`config.mk`:
```
export PLATFORM = sky130hd
export DESIGN_NAME = clk_freq_meas
export DESIGN_NICKNAME = d
export VERILOG_FILES = /design/src/rtl/clk_freq_meas_pkg.sv /design/src/rtl/sync_edge_det.sv /design/src/rtl/clk_freq_meas.sv
export SDC_FILE = /design/constraint.sdc
export NUM_CORES = 1
export LEC_CHECK = 0
export BUFFER_PORTS_ARGS = -buffer_cell sky130_fd_sc_hd__buf_2
export CAP_MARGIN = 20
export CORE_ASPECT_RATIO = 0.8
export CORE_MARGIN = 4
export CORE_UTILIZATION = 60
export DETAILED_ROUTE_END_ITERATION = 6
export PLACE_DENSITY = 0.88
export RECOVER_POWER = 100
export SLEW_MARGIN = 20
export SYNTH_ARGS = -nofsm -noshare
export SYNTH_HDL_FRONTEND = slang
export SYNTH_HIERARCHICAL = 1
export SYNTH_SLANG_ARGS = --single-unit
```
`constraint.sdc`:
```
create_clock -name clk -period 4.3 [get_ports clk]
set_input_delay 0.43 -clock clk [delete_from_list [all_inputs] [get_ports clk]]
set_output_delay 0.43 -clock clk [all_outputs]
set_load 0.1 [all_outputs]
```
`src/rtl/clk_freq_meas_pkg.sv`:
```
// clk_freq_meas_pkg: FSM state type, default sizing constants and the bit-width helper
package clk_freq_meas_pkg;
  typedef enum logic [1:0] {IDLE, MEAS, DONE} state_e;
  localparam int DEF_GATE_CYCLES = 2500;
  localparam int DEF_CNT_W = 16;
  function automatic int bits_for(input longint unsigned v);
    int r;
    r = 1;
    for (int i = 1; i < 64; i++) if ((v >> i) != 0) r = i + 1;
    return r;
  endfunction
endpackage

```
`src/rtl/sync_edge_det.sv`:
```
// sync_edge_det: 2-flop synchronizer followed by a registered rising-edge detector
module sync_edge_det (
  input  logic clk,
  input  logic rst,
  input  logic d_in,
  output logic rise
);
  logic s0_q, s1_q, prev_q, rise_q;
  always_ff @(posedge clk) begin
    if (rst) begin
      s0_q   <= 1'b0;
      s1_q   <= 1'b0;
      prev_q <= 1'b0;
      rise_q <= 1'b0;
    end else begin
      s0_q   <= d_in;
      s1_q   <= s0_q;
      prev_q <= s1_q;
      rise_q <= s1_q & ~prev_q;
    end
  end
  assign rise = rise_q;
endmodule

```
`src/rtl/clk_freq_meas.sv`:
```
// clk_freq_meas: counts rising edges of sig_in over a GATE_CYCLES window per start request.
// Define CLK_FREQ_MEAS_CONT_EN to add the cont input for back-to-back windows.
module clk_freq_meas
  import clk_freq_meas_pkg::*;
#(
  parameter int GATE_CYCLES = DEF_GATE_CYCLES,
  parameter int CNT_W       = DEF_CNT_W
) (
  input  logic             clk,
  input  logic             rst,
  input  logic             sig_in,
  input  logic             start,
`ifdef CLK_FREQ_MEAS_CONT_EN
  input  logic             cont,
`endif
  output logic             busy,
  output logic [CNT_W-1:0] cnt_out,
  output logic             cnt_vld,
  output logic             cnt_ovf
);
  localparam int GW = bits_for(GATE_CYCLES);
  localparam logic [GW-1:0] GATE_LAST = GW'(GATE_CYCLES - 1);
  state_e           state_q;
  logic [GW-1:0]    gate_q;
  logic [CNT_W-1:0] edge_q, edge_d, out_q;
  logic             ovf_q, ovf_d, busy_q, vld_q, ovf_out_q, rise, go_cont;
`ifdef CLK_FREQ_MEAS_CONT_EN
  assign go_cont = cont;
`else
  assign go_cont = 1'b0;
`endif
  sync_edge_det u_sync (.clk(clk), .rst(rst), .d_in(sig_in), .rise(rise));
  // saturating edge count; ovf marks an edge lost while already saturated
  always_comb begin
    edge_d = (rise && !(&edge_q)) ? edge_q + CNT_W'(1) : edge_q;
    ovf_d  = ovf_q | (rise & (&edge_q));
  end
  always_ff @(posedge clk) begin
    if (rst) begin
      state_q   <= IDLE;
      gate_q    <= '0;
      edge_q    <= '0;
      ovf_q     <= 1'b0;
      busy_q    <= 1'b0;
      vld_q     <= 1'b0;
      out_q     <= '0;
      ovf_out_q <= 1'b0;
    end else begin
      vld_q <= 1'b0;
      case (state_q)
        IDLE: if (start) begin
          state_q <= MEAS;
          busy_q  <= 1'b1;
          gate_q  <= '0;
          edge_q  <= '0;
          ovf_q   <= 1'b0;
        end
        MEAS: begin
          gate_q <= gate_q + GW'(1);
          edge_q <= edge_d;
          ovf_q  <= ovf_d;
          if (gate_q == GATE_LAST) begin
            state_q   <= DONE;
            vld_q     <= 1'b1;
            out_q     <= edge_d;
            ovf_out_q <= ovf_d;
          end
        end
        DONE: begin
          state_q <= go_cont ? MEAS : IDLE;
          busy_q  <= go_cont;
          gate_q  <= '0;
          edge_q  <= '0;
          ovf_q   <= 1'b0;
        end
        default: state_q <= IDLE;
      endcase
    end
  end
  assign busy    = busy_q;
  assign cnt_vld = vld_q;
  assign cnt_out = out_q;
  assign cnt_ovf = ovf_out_q;
endmodule

```
==> out/qor.yml, run 1 <==
status:
  status: "finished, violations left"
  violations: "capacitance limit, slew limit"
synth:
  synth_commonest_cells: "dfxtp_1, nor2_1, nand2_1, o21ai_0, a21oi_1"
  muxShareOfSynthArea: 0.0109
  synth_edf_count: 0
  synth.most_common_cell: "dfxtp_1"
  yosysSeqAreaShare: 0.391
  synth-xor-area-share: 0.00634
  synth_area_leaders: "dfxtp_1, o21ai_0, nor2_1, a21oi_1, nand3_1"
  synth_seq_cells: 54
  synth_compound_area_frac: 0.240
  synth_top_area_frac: 0.391
  synth_top_area_cell: "dfxtp_1"
  synth_top_family_by_area: "simple AND/OR/NAND/NOR gates"
  synth_fa_ha_area_frac: 0.00906
  avgSynthCellArea_um2: 8.22
  synth_warnings: 6
  synth_simple_gate_area_frac: 0.292
  syn_nets: 342
  synthCells: 336
  synthFlopType: "dfxtp_1"
  async_flop_share: 0
  synthesis.area_mm2: 0.00276
  synth.distinct_cells: 53
sta:
  max_freq_ghz: 0.317
  final-setup-viol-count: 0
  hold_violations: 0
  slew_viol_final: 50
  finalCriticalPeriod_ps: 3160
  skew_ps: 3.33
  finalSetupTns_ps: 0
  rsz0062_at_grt: "false"
  relSlewSlack: -0.140
  worst_slew_pin_slew_ps: 1710
  hold_ws_ps: 344
  fin_crit_sh: 0.735
clock_network:
  cts-root-buf: "clkbuf_8"
  htreeDepth: 2
  clk_pin_slew_ps: 90
  cts_made_buffers: 5
  clockBufferDepth: 2
  clock_latency_ps: 310
  cts_resized: 0
  ctsHoldBuffers: 0
  cts_sinks: 54
  cts_tree: "done"
  cts_setup_buffers: 0
drt:
  dr.pass1.iters: 5
  wl_per_cell_um: 17.0
  wl_um: 6780
  first_iter_violations: 325
  routed_via_density: 6.78
  route.detailed.drc: 0
  via_count: 2699
  ant_nets: 0
placed_design:
  io_buffers: 22
  dp.cells: 390
  gp_congestion: 0.895
  dp_hpwl_um: 4540
critical_path:
  crit_fanout: 13
  r2r-end: "cnt_out[7]"
  r2r-start: "gate_q[3]"
  path_cells: "or4b_1 > nor4_1 > clkbuf_1 > o221ai_1 > a21oi_1"
  start_kind: "flip-flop"
  slowest_delay_ps: 1110
  rrSetupSlack_ps: 1140
  rr_worst_depth: 5
  setup.worst_path.class: "flip-flop to flip-flop"
  critPathTopFamily: "simple AND/OR/NAND/NOR gates"
  end_kind: "flip-flop"
  cpMaxStageDelayCell: "nor4_1"
  crit_buf_inv: 1
  worstPathRequired_ps: 4520
  critPathArrivalTime_ps: 3380
worst_hold_path:
  min_to: "u_sync/s0_q"
  min_path_type: "primary input to flip-flop"
  hp-start: "sig_in"
  min_path_cells: 2
pwr:
  p_clk_frac: 0.373
  p_comb_frac: 0.068
  power_frac_seq: 0.559
  p_per_area_mw_per_mm2: 322
  p_switching_mw: 0.219
  internal-power_mw: 0.715
  max-vdd-ir-drop_mv: 0.200
  p_leak_nw: 0.876
  switching_share: 0.234
layout:
  drive_above_1_share: 0.0499
  final_nets: 347
  diodes: 0
  layout.cells.non_filler: 398
  fillers: 382
  syn_to_final_growth_pct: 5.07
floorplan:
  start_util: 0.641
  num_rows: 21
  die_y_um: 68.7
  core_area_mm2: 0.00431
  io_pins: 23
  die_area_mm2: 0.00576
  die_x_um: 83.8
grt:
  grt_pass1_wl_um: 11000
  grt_pass1_vias: 2298
  grt_usage: 0.238
  grt_overflow: 0
  antenna_found_initial: 0
  grt_start_max_net_pins: 38
flow_run:
  drv_cap: 2
area by class of cell:
type / count / area (µm²) / share of cell area
multi-input cells: 247 / 1510 / 0.519
clock inverters: 1 / 30.0 / 0.0103
flip-flops and latches: 54 / 1080 / 0.373
well taps: 57 / 71.3 / 0.0246
repair buffers: 24 / 96.3 / 0.0332
clock buffers: 6 / 82.6 / 0.0285
inverters: 9 / 33.8 / 0.0116
worst reg2reg max path, delay by kind of cell (launching register included):
family / cells / cell delay [ps]
simple gates: 2 / 1700
buf+inv: 1 / 590
compound gates: 2 / 420
flops: 1 / 350
cells in the final DEF (no fill, tap or decap), types with 3 or more instances in the layout:
| cell type | netlist | final |
|---|---|---|
| mux2i_1 | 3 | 3 |
| or3_1 | 11 | 12 |
| o31a_1 | 4 | 4 |
| nor3_1 | 8 | 8 |
| nor2b_1 | 3 | 3 |
| a21oi_1 | 21 | 21 |
| clkbuf_8 | 0 | 6 |
| nor4_1 | 6 | 7 |
| nand2_1 | 22 | 22 |
| and2_1 | 5 | 4 |
| a311oi_1 | 7 | 7 |
| o21ai_0 | 22 | 22 |
| and3_1 | 3 | 3 |
| inv_1 | 9 | 9 |
| nand3_1 | 18 | 18 |
| nor2_1 | 29 | 29 |
| and4_1 | 3 | 3 |
| a31oi_1 | 9 | 9 |
| o311ai_0 | 3 | 3 |
| or4_1 | 8 | 8 |
| nand2b_1 | 3 | 3 |
| clkbuf_1 | 20 | 21 |
| a211oi_1 | 7 | 7 |
| nand4_1 | 10 | 10 |
| o31ai_1 | 7 | 7 |
| dfxtp_1 | 54 | 54 |
kinds of logic (layout without fill, tap and decap cells):
| logic type | after synthesis | in the layout |
|---|---|---|
| simple gates | 143 | 143 |
| compound gates | 97 | 97 |
| flops | 54 | 54 |
| buf+inv | 35 | 40 |
| mux | 3 | 3 |
| fa+ha+maj | 2 | 2 |
| xor+xnor | 2 | 2 |
through the flow:
step / setup WS [ps] / power [mW] / util / area [µm²]
after floorplan: 2390 / 0.578 / - / 2760
after global placement: 1920 / 0.594 / 0.662 / 2850
after detailed placement: 1870 / 0.595 / 0.662 / 2850
after CTS: 1860 / 0.936 / 0.688 / 2970
after global routing: 850 / 0.962 / 0.673 / 2900
final: 1140 / 0.934 / 0.673 / 2900
state kept, by name, summed over array words and instances (netlist names):
name,cells
gate_q,12
state_q,2
cnt_vld,1
u_sync/s0_q,1
busy,1
ovf_q,1
u_sync/prev_q,1
u_sync/rise,1
edge_q,16
cnt_ovf,1
cnt_out,16
u_sync/s1_q,1
metal layers:
metal  vias to the layer above  wire [µm]  GRT usage
met1                      1259       3070      0.329
li1                       1285          -          -
met3                        13        663     0.0475
met5                         -          0          0
met4                         0        126     0.0783
met2                       142       2920      0.378
power by group through the flow:
stage / Clock (mW) / Sequential (mW) / Combinational [mW]
global placement: 0 / 0.532 / 0.0619
floorplan: 0 / 0.534 / 0.0442
finish: 0.349 / 0.521 / 0.0636
global route: 0.369 / 0.523 / 0.0690
CTS: 0.351 / 0.521 / 0.0635
detailed placement: 0 / 0.533 / 0.0629
worst max path at each step:
stage / startpoint / end / depth (start not counted)
after floorplan: gate_q[4] / cnt_out[15] / 5
after global placement: state_q[1] / cnt_out[7] / 4
after detailed placement: state_q[0] / cnt_out[7] / 4
after CTS: state_q[0] / cnt_out[6] / 4
after global routing: state_q[0] / cnt_out[7] / 5
final: gate_q[3] / cnt_out[7] / 5
No activity file was read; power rests on OpenSTA's default activity.
==> run 2: changes to the inputs <==
--- a/config.mk
+++ b/config.mk
@@ -9,9 +9,9 @@
 export CAP_MARGIN = 20
 export CORE_ASPECT_RATIO = 0.8
 export CORE_MARGIN = 4
-export CORE_UTILIZATION = 60
+export CORE_UTILIZATION = 59
 export DETAILED_ROUTE_END_ITERATION = 6
-export PLACE_DENSITY = 0.88
+export PLACE_DENSITY = 0.87
 export RECOVER_POWER = 100
 export SLEW_MARGIN = 20
 export SYNTH_ARGS = -nofsm -noshare
==> constraint.sdc (replaced) <==
create_clock -name clk -period 3.2 [get_ports clk]
set_input_delay 0.32 -clock clk [delete_from_list [all_inputs] [get_ports clk]]
set_output_delay 0.32 -clock clk [all_outputs]
set_load 0.1 [all_outputs]
==> run 2 against run 1 <==
  * The run now ends clean
  * Core utilization barely moved
  * Routed wire length rose by 2.1%
  * Critical path depth did not move
  * Critical endpoint is now cnt_out[3]
  * Largest power group unchanged
==> out/qor.yml, run 2 (same netlist as run 1, synthesis figures left out) <==
sta:
  hold_ws_ps: 224
  worst_slew_pin_slew_ps: 1180
  hold_violations: 0
  finalSetupTns_ps: 0
  slew_viol_final: 0
  fin_crit_sh: 0.828
  skew_ps: 7.29
  relSlewSlack: 0.218
  fin_ws_ps: 549
  finalCriticalPeriod_ps: 2650
  rsz0062_at_grt: "false"
  max_freq_ghz: 0.377
  final-setup-viol-count: 0
layout:
  final_cell_mix: "dfxtp_1, nor2_1, nand2_1"
  layout.cells.non_filler: 399
  syn_to_final_growth_pct: 5.71
  final_nets: 347
  layout_commonest_cell: "dfxtp_1"
  fillers: 358
  diodes: 0
  seq_area_mm2: 0.00108
  multi_input_area_mm2: 0.00153
  drive_above_1_share: 0.0614
  final_area_mm2: 0.00292
drt:
  routed_via_density: 6.85
  route.detailed.drc: 0
  first_iter_violations: 440
  wl_per_cell_um: 17.3
  dr.pass1.iters: 6
  ant_nets: 0
  wl_um: 6920
  via_count: 2733
status:
  status: "complete, no violations"
worst_hold_path:
  min_path_type: "primary input to flip-flop"
  min_to: "u_sync/s0_q"
  min_path_cells: 2
  hp-start: "sig_in"
clock_network:
  cts_made_buffers: 5
  clock_latency_ps: 310
  clockBufferDepth: 2
  cts_setup_buffers: 0
  cts-root-buf: "clkbuf_8"
  htreeDepth: 2
  cts_resized: 0
  ctsHoldBuffers: 0
  clk_pin_slew_ps: 100
  cts_tree: "done"
  cts_sinks: 54
placed_design:
  dp.cells: 391
  io_buffers: 22
  postPlaceCellArea_mm2: 0.00286
  dp_hpwl_um: 4630
  pre_cts_ws_ps: 797
  gp_congestion: 0.854
critical_path:
  critPathArrivalTime_ps: 2860
  slowest_delay_ps: 1010
  r2r-start: "state_q[1]"
  start_kind: "flip-flop"
  crit_buf_inv: 1
  path_cells: "nand2b_1 > nor4_2 > buf_4 > nor2_1 > a311oi_1"
  end_kind: "flip-flop"
  r2r-end: "cnt_out[3]"
  critPathTopFamily: "simple AND/OR/NAND/NOR gates"
  crit_fanout: 15
  setup.worst_path.class: "flip-flop to flip-flop"
  rrSetupSlack_ps: 550
  worstPathRequired_ps: 3410
  cp_num_cells: 5
  cpMaxStageDelayCell: "nor4_2"
  rr_worst_depth: 5
pwr:
  p_leak_nw: 0.877
  p_per_area_mw_per_mm2: 427
  max-vdd-ir-drop_mv: 0.339
floorplan:
  num_rows: 21
  die_x_um: 84.5
  io_pins: 23
  start_util: 0.637
  die_y_um: 69.2
  die_area_mm2: 0.00585
  core_area_mm2: 0.00434
grt:
  grt_pass1_vias: 2294
  grt_start_max_net_pins: 38
  grt_overflow: 0
  grt_usage: 0.231
  antenna_found_initial: 0
  grt_pass1_wl_um: 11200
flow_run:
  drv_cap: 0
run 2: cell count changes in the layout (fill, tap and decap cells not counted), sizes merged:
cell,delta
clkbuf,-1
clkinvlp,+1
buf,+1
run 2: worst max path at each step:
| stage | from | endpoint | slack (ps) |
|---|---|---|---|
| final | state_q[1] | cnt_out[3] | 550 |
| after floorplan | gate_q[4] | cnt_out[15] | 1290 |
| after detailed placement | edge_q[0] | cnt_out[3] | 800 |
| after global routing | edge_q[1] | cnt_out[4] | 370 |
| after global placement | edge_q[0] | cnt_out[3] | 960 |
| after CTS | edge_q[0] | cnt_out[3] | 720 |
run 2: cell type report:
cell class,instances,share of cell area
timing repair buffer,24,0.0334
inverter,9,0.0116
multi-input combinational,247,0.523
tap,57,0.0244
sequential,54,0.370
clock inverter,2,0.0129
clock buffer,6,0.0249
run 2: through the flow:
stage | power [mW] | utilization
after floorplan | 0.777 | -
after global placement | 0.798 | 0.660
after detailed placement | 0.801 | 0.660
after CTS | 1.25 | 0.685
after global routing | 1.28 | 0.673
final | 1.25 | 0.673
run 2: routing by layer:
metal	track usage	vias to the layer above	wire length [µm]	part of all wire
li1	-	1292	-	-
met1	0.349	1265	3180	0.46
met2	0.328	158	2950	0.43
met3	0.0463	18	683	0.099
met4	0.0721	0	106	0.015
met5	0	-	0	0
run 2: worst register-to-register path, cell delays in order, from the launching register on:
cell	delay [ps]
dfxtp_1	400
nand2b_1	440
nor4_2	1020
buf_4	340
nor2_1	60
a311oi_1	290
run 2: where the power goes:
| group | switching [mW] | total, mW | internal (mW) |
|---|---|---|---|
| registers | 0.0181 | 0.701 | 0.683 |
| logic | 0.0608 | 0.0870 | 0.0262 |
| clock network | 0.225 | 0.459 | 0.234 |
==> run 3: changes to the inputs <==
--- a/config.mk
+++ b/config.mk
@@ -9,9 +9,9 @@
 export CAP_MARGIN = 20
 export CORE_ASPECT_RATIO = 0.8
 export CORE_MARGIN = 4
-export CORE_UTILIZATION = 59
+export CORE_UTILIZATION = 53
 export DETAILED_ROUTE_END_ITERATION = 6
-export PLACE_DENSITY = 0.87
+export PLACE_DENSITY = 0.83
 export RECOVER_POWER = 100
 export SLEW_MARGIN = 20
 export SYNTH_ARGS = -nofsm -noshare
==> constraint.sdc (replaced) <==
create_clock -name clk -period 2.3 [get_ports clk]
set_input_delay 0.23 -clock clk [delete_from_list [all_inputs] [get_ports clk]]
set_output_delay 0.23 -clock clk [all_outputs]
set_load 0.1 [all_outputs]
==> run 3 against run 2 <==
  * Worst hold slack worse by 75 ps
  * Fmax up 27%
  * Worst setup slack worse by 340 ps
  * Flip-flop and latch count unchanged
  * Non-clock buffer count up 13
  * Global-route usage down 0.49 points
  * Count of clock-buffer cells in the layout unchanged
  * Total power up 41%
  * Critical endpoint is now cnt_out[15]
  * Combinational power up 63%
  * Register-to-register slack worse by 340 ps
  * Sequential power up 38%
==> out/qor.yml, run 3 (same netlist as run 1, synthesis figures left out) <==
clock_network:
  clockBufferDepth: 2
  cts-root-buf: "clkbuf_8"
  ctsHoldBuffers: 0
  cts_tree: "done"
  clock_latency_ps: 320
  cts_sinks: 54
  clk_pin_slew_ps: 100
  cts_resized: 0
  cts_made_buffers: 5
  htreeDepth: 2
  cts_setup_buffers: 0
sta:
  finalCriticalPeriod_ps: 2090
  relSlewSlack: 0.130
  max_freq_ghz: 0.478
  final-setup-viol-count: 0
  finalSetupTns_ps: 0
  hold_violations: 0
  worst_slew_pin_slew_ps: 1310
  rsz0062_at_grt: "false"
  skew_ps: 10.5
  fin_crit_sh: 0.910
  slew_viol_final: 0
layout:
  final_nets: 360
  layout_commonest_cell: "dfxtp_1"
  diodes: 0
  syn_to_final_growth_pct: 9.29
  final_cell_mix: "dfxtp_1, nor2_1, clkbuf_1, o21ai_0, nand2_1"
  drive_above_1_share: 0.0845
  fillers: 454
  final_area_mm2: 0.00302
critical_path:
  rrSetupSlack_ps: 210
  worstPathRequired_ps: 2570
  slowest_delay_ps: 680
  crit_fanout: 7
  path_cells: "or4b_4 > or4_1 > a311o_1 > nand3_1"
  critPathTopFamily: "simple AND/OR/NAND/NOR gates"
  critPathArrivalTime_ps: 2360
  start_kind: "flip-flop"
  end_kind: "flip-flop"
  setup.worst_path.class: "flip-flop to flip-flop"
  r2r-start: "gate_q[4]"
  crit_buf_inv: 0
  cpMaxStageDelayCell: "or4_1"
  r2r-end: "cnt_out[15]"
  rr_worst_depth: 4
grt:
  antenna_found_initial: 0
  grt_start_max_net_pins: 30
  grt_overflow: 0
  grt_pass1_wl_um: 11600
  grt_pass1_vias: 2344
  grt_usage: 0.226
worst_hold_path:
  hp-start: "sig_in"
  min_path_cells: 2
  min_path_type: "primary input to flip-flop"
  min_to: "u_sync/s0_q"
floorplan:
  num_rows: 23
  die_x_um: 88.7
  core_area_mm2: 0.00504
  die_area_mm2: 0.00644
  io_pins: 23
  die_y_um: 72.6
  start_util: 0.548
pwr:
  p_switching_mw: 0.434
  max-vdd-ir-drop_mv: 0.375
  power_frac_seq: 0.549
  internal-power_mw: 1.32
  p_leak_nw: 0.914
  switching_share: 0.247
  p_per_area_mw_per_mm2: 582
  p_clk_frac: 0.370
  p_comb_frac: 0.081
drt:
  dr.pass1.iters: 4
  ant_nets: 0
  first_iter_violations: 163
  route.detailed.drc: 0
  via_count: 2617
  routed_via_density: 6.28
  wl_um: 6890
  wl_per_cell_um: 16.5
flow_run:
  drv_cap: 0
status:
  status: "complete, no violations"
placed_design:
  gp_congestion: 0.906
  postPlaceCellArea_mm2: 0.00297
  dp_hpwl_um: 4820
  io_buffers: 22
==> run 3: power by group through the flow <==
stage | clock (mW) | sequential (mW) | combinational (mW)
finish | 0.650 | 0.966 | 0.142
global route | 0.696 | 0.969 | 0.154
CTS | 0.656 | 0.966 | 0.143
detailed placement | 0 | 0.987 | 0.142
global placement | 0 | 0.987 | 0.138
floorplan | 0 | 0.998 | 0.0827
==> run 3: worst max path at each step <==
stage	cells after the start	start	slack, ps	end
floorplan	5	gate_q[4]	390	cnt_out[15]
global placement	4	gate_q[4]	300	cnt_out[15]
detailed placement	4	edge_q[3]	240	cnt_out[11]
CTS	4	gate_q[4]	210	cnt_out[15]
global route	4	edge_q[9]	50	cnt_out[4]
finish	4	gate_q[4]	210	cnt_out[15]
==> run 3: cell type report <==
class	count	area, µm²	share of cell area
multi-input combinational	247	1540	0.510
sequential	54	1080	0.358
timing repair buffer	37	176	0.0585
tap	62	77.6	0.0257
clock buffer	6	72.6	0.0240
clock inverter	2	37.5	0.0124
inverter	9	33.8	0.0112
==> run 3: stage by stage <==
stage / cells / hold WS [ps] / setup slack [ps] / total power [mW] / utilization
finish: 417 / 149 / 207 / 1.76 / 0.599
global route: 417 / 171 / 53.6 / 1.82 / 0.599
CTS: 417 / 148 / 211 / 1.76 / 0.611
detailed placement: 409 / 415 / 245 / 1.13 / 0.589
global placement: 409 / 404 / 295 / 1.13 / 0.589
floorplan: 336 / 301 / 391 / 1.08 / -
==> run 3: metal layers <==
| layer | global-route usage | routed length (µm) |
|---|---|---|
| met2 | 0.339 | 3050 |
| met1 | 0.333 | 3320 |
| met4 | 0.0688 | 66 |
| met5 | 0 | 0 |
| met3 | 0.0363 | 457 |
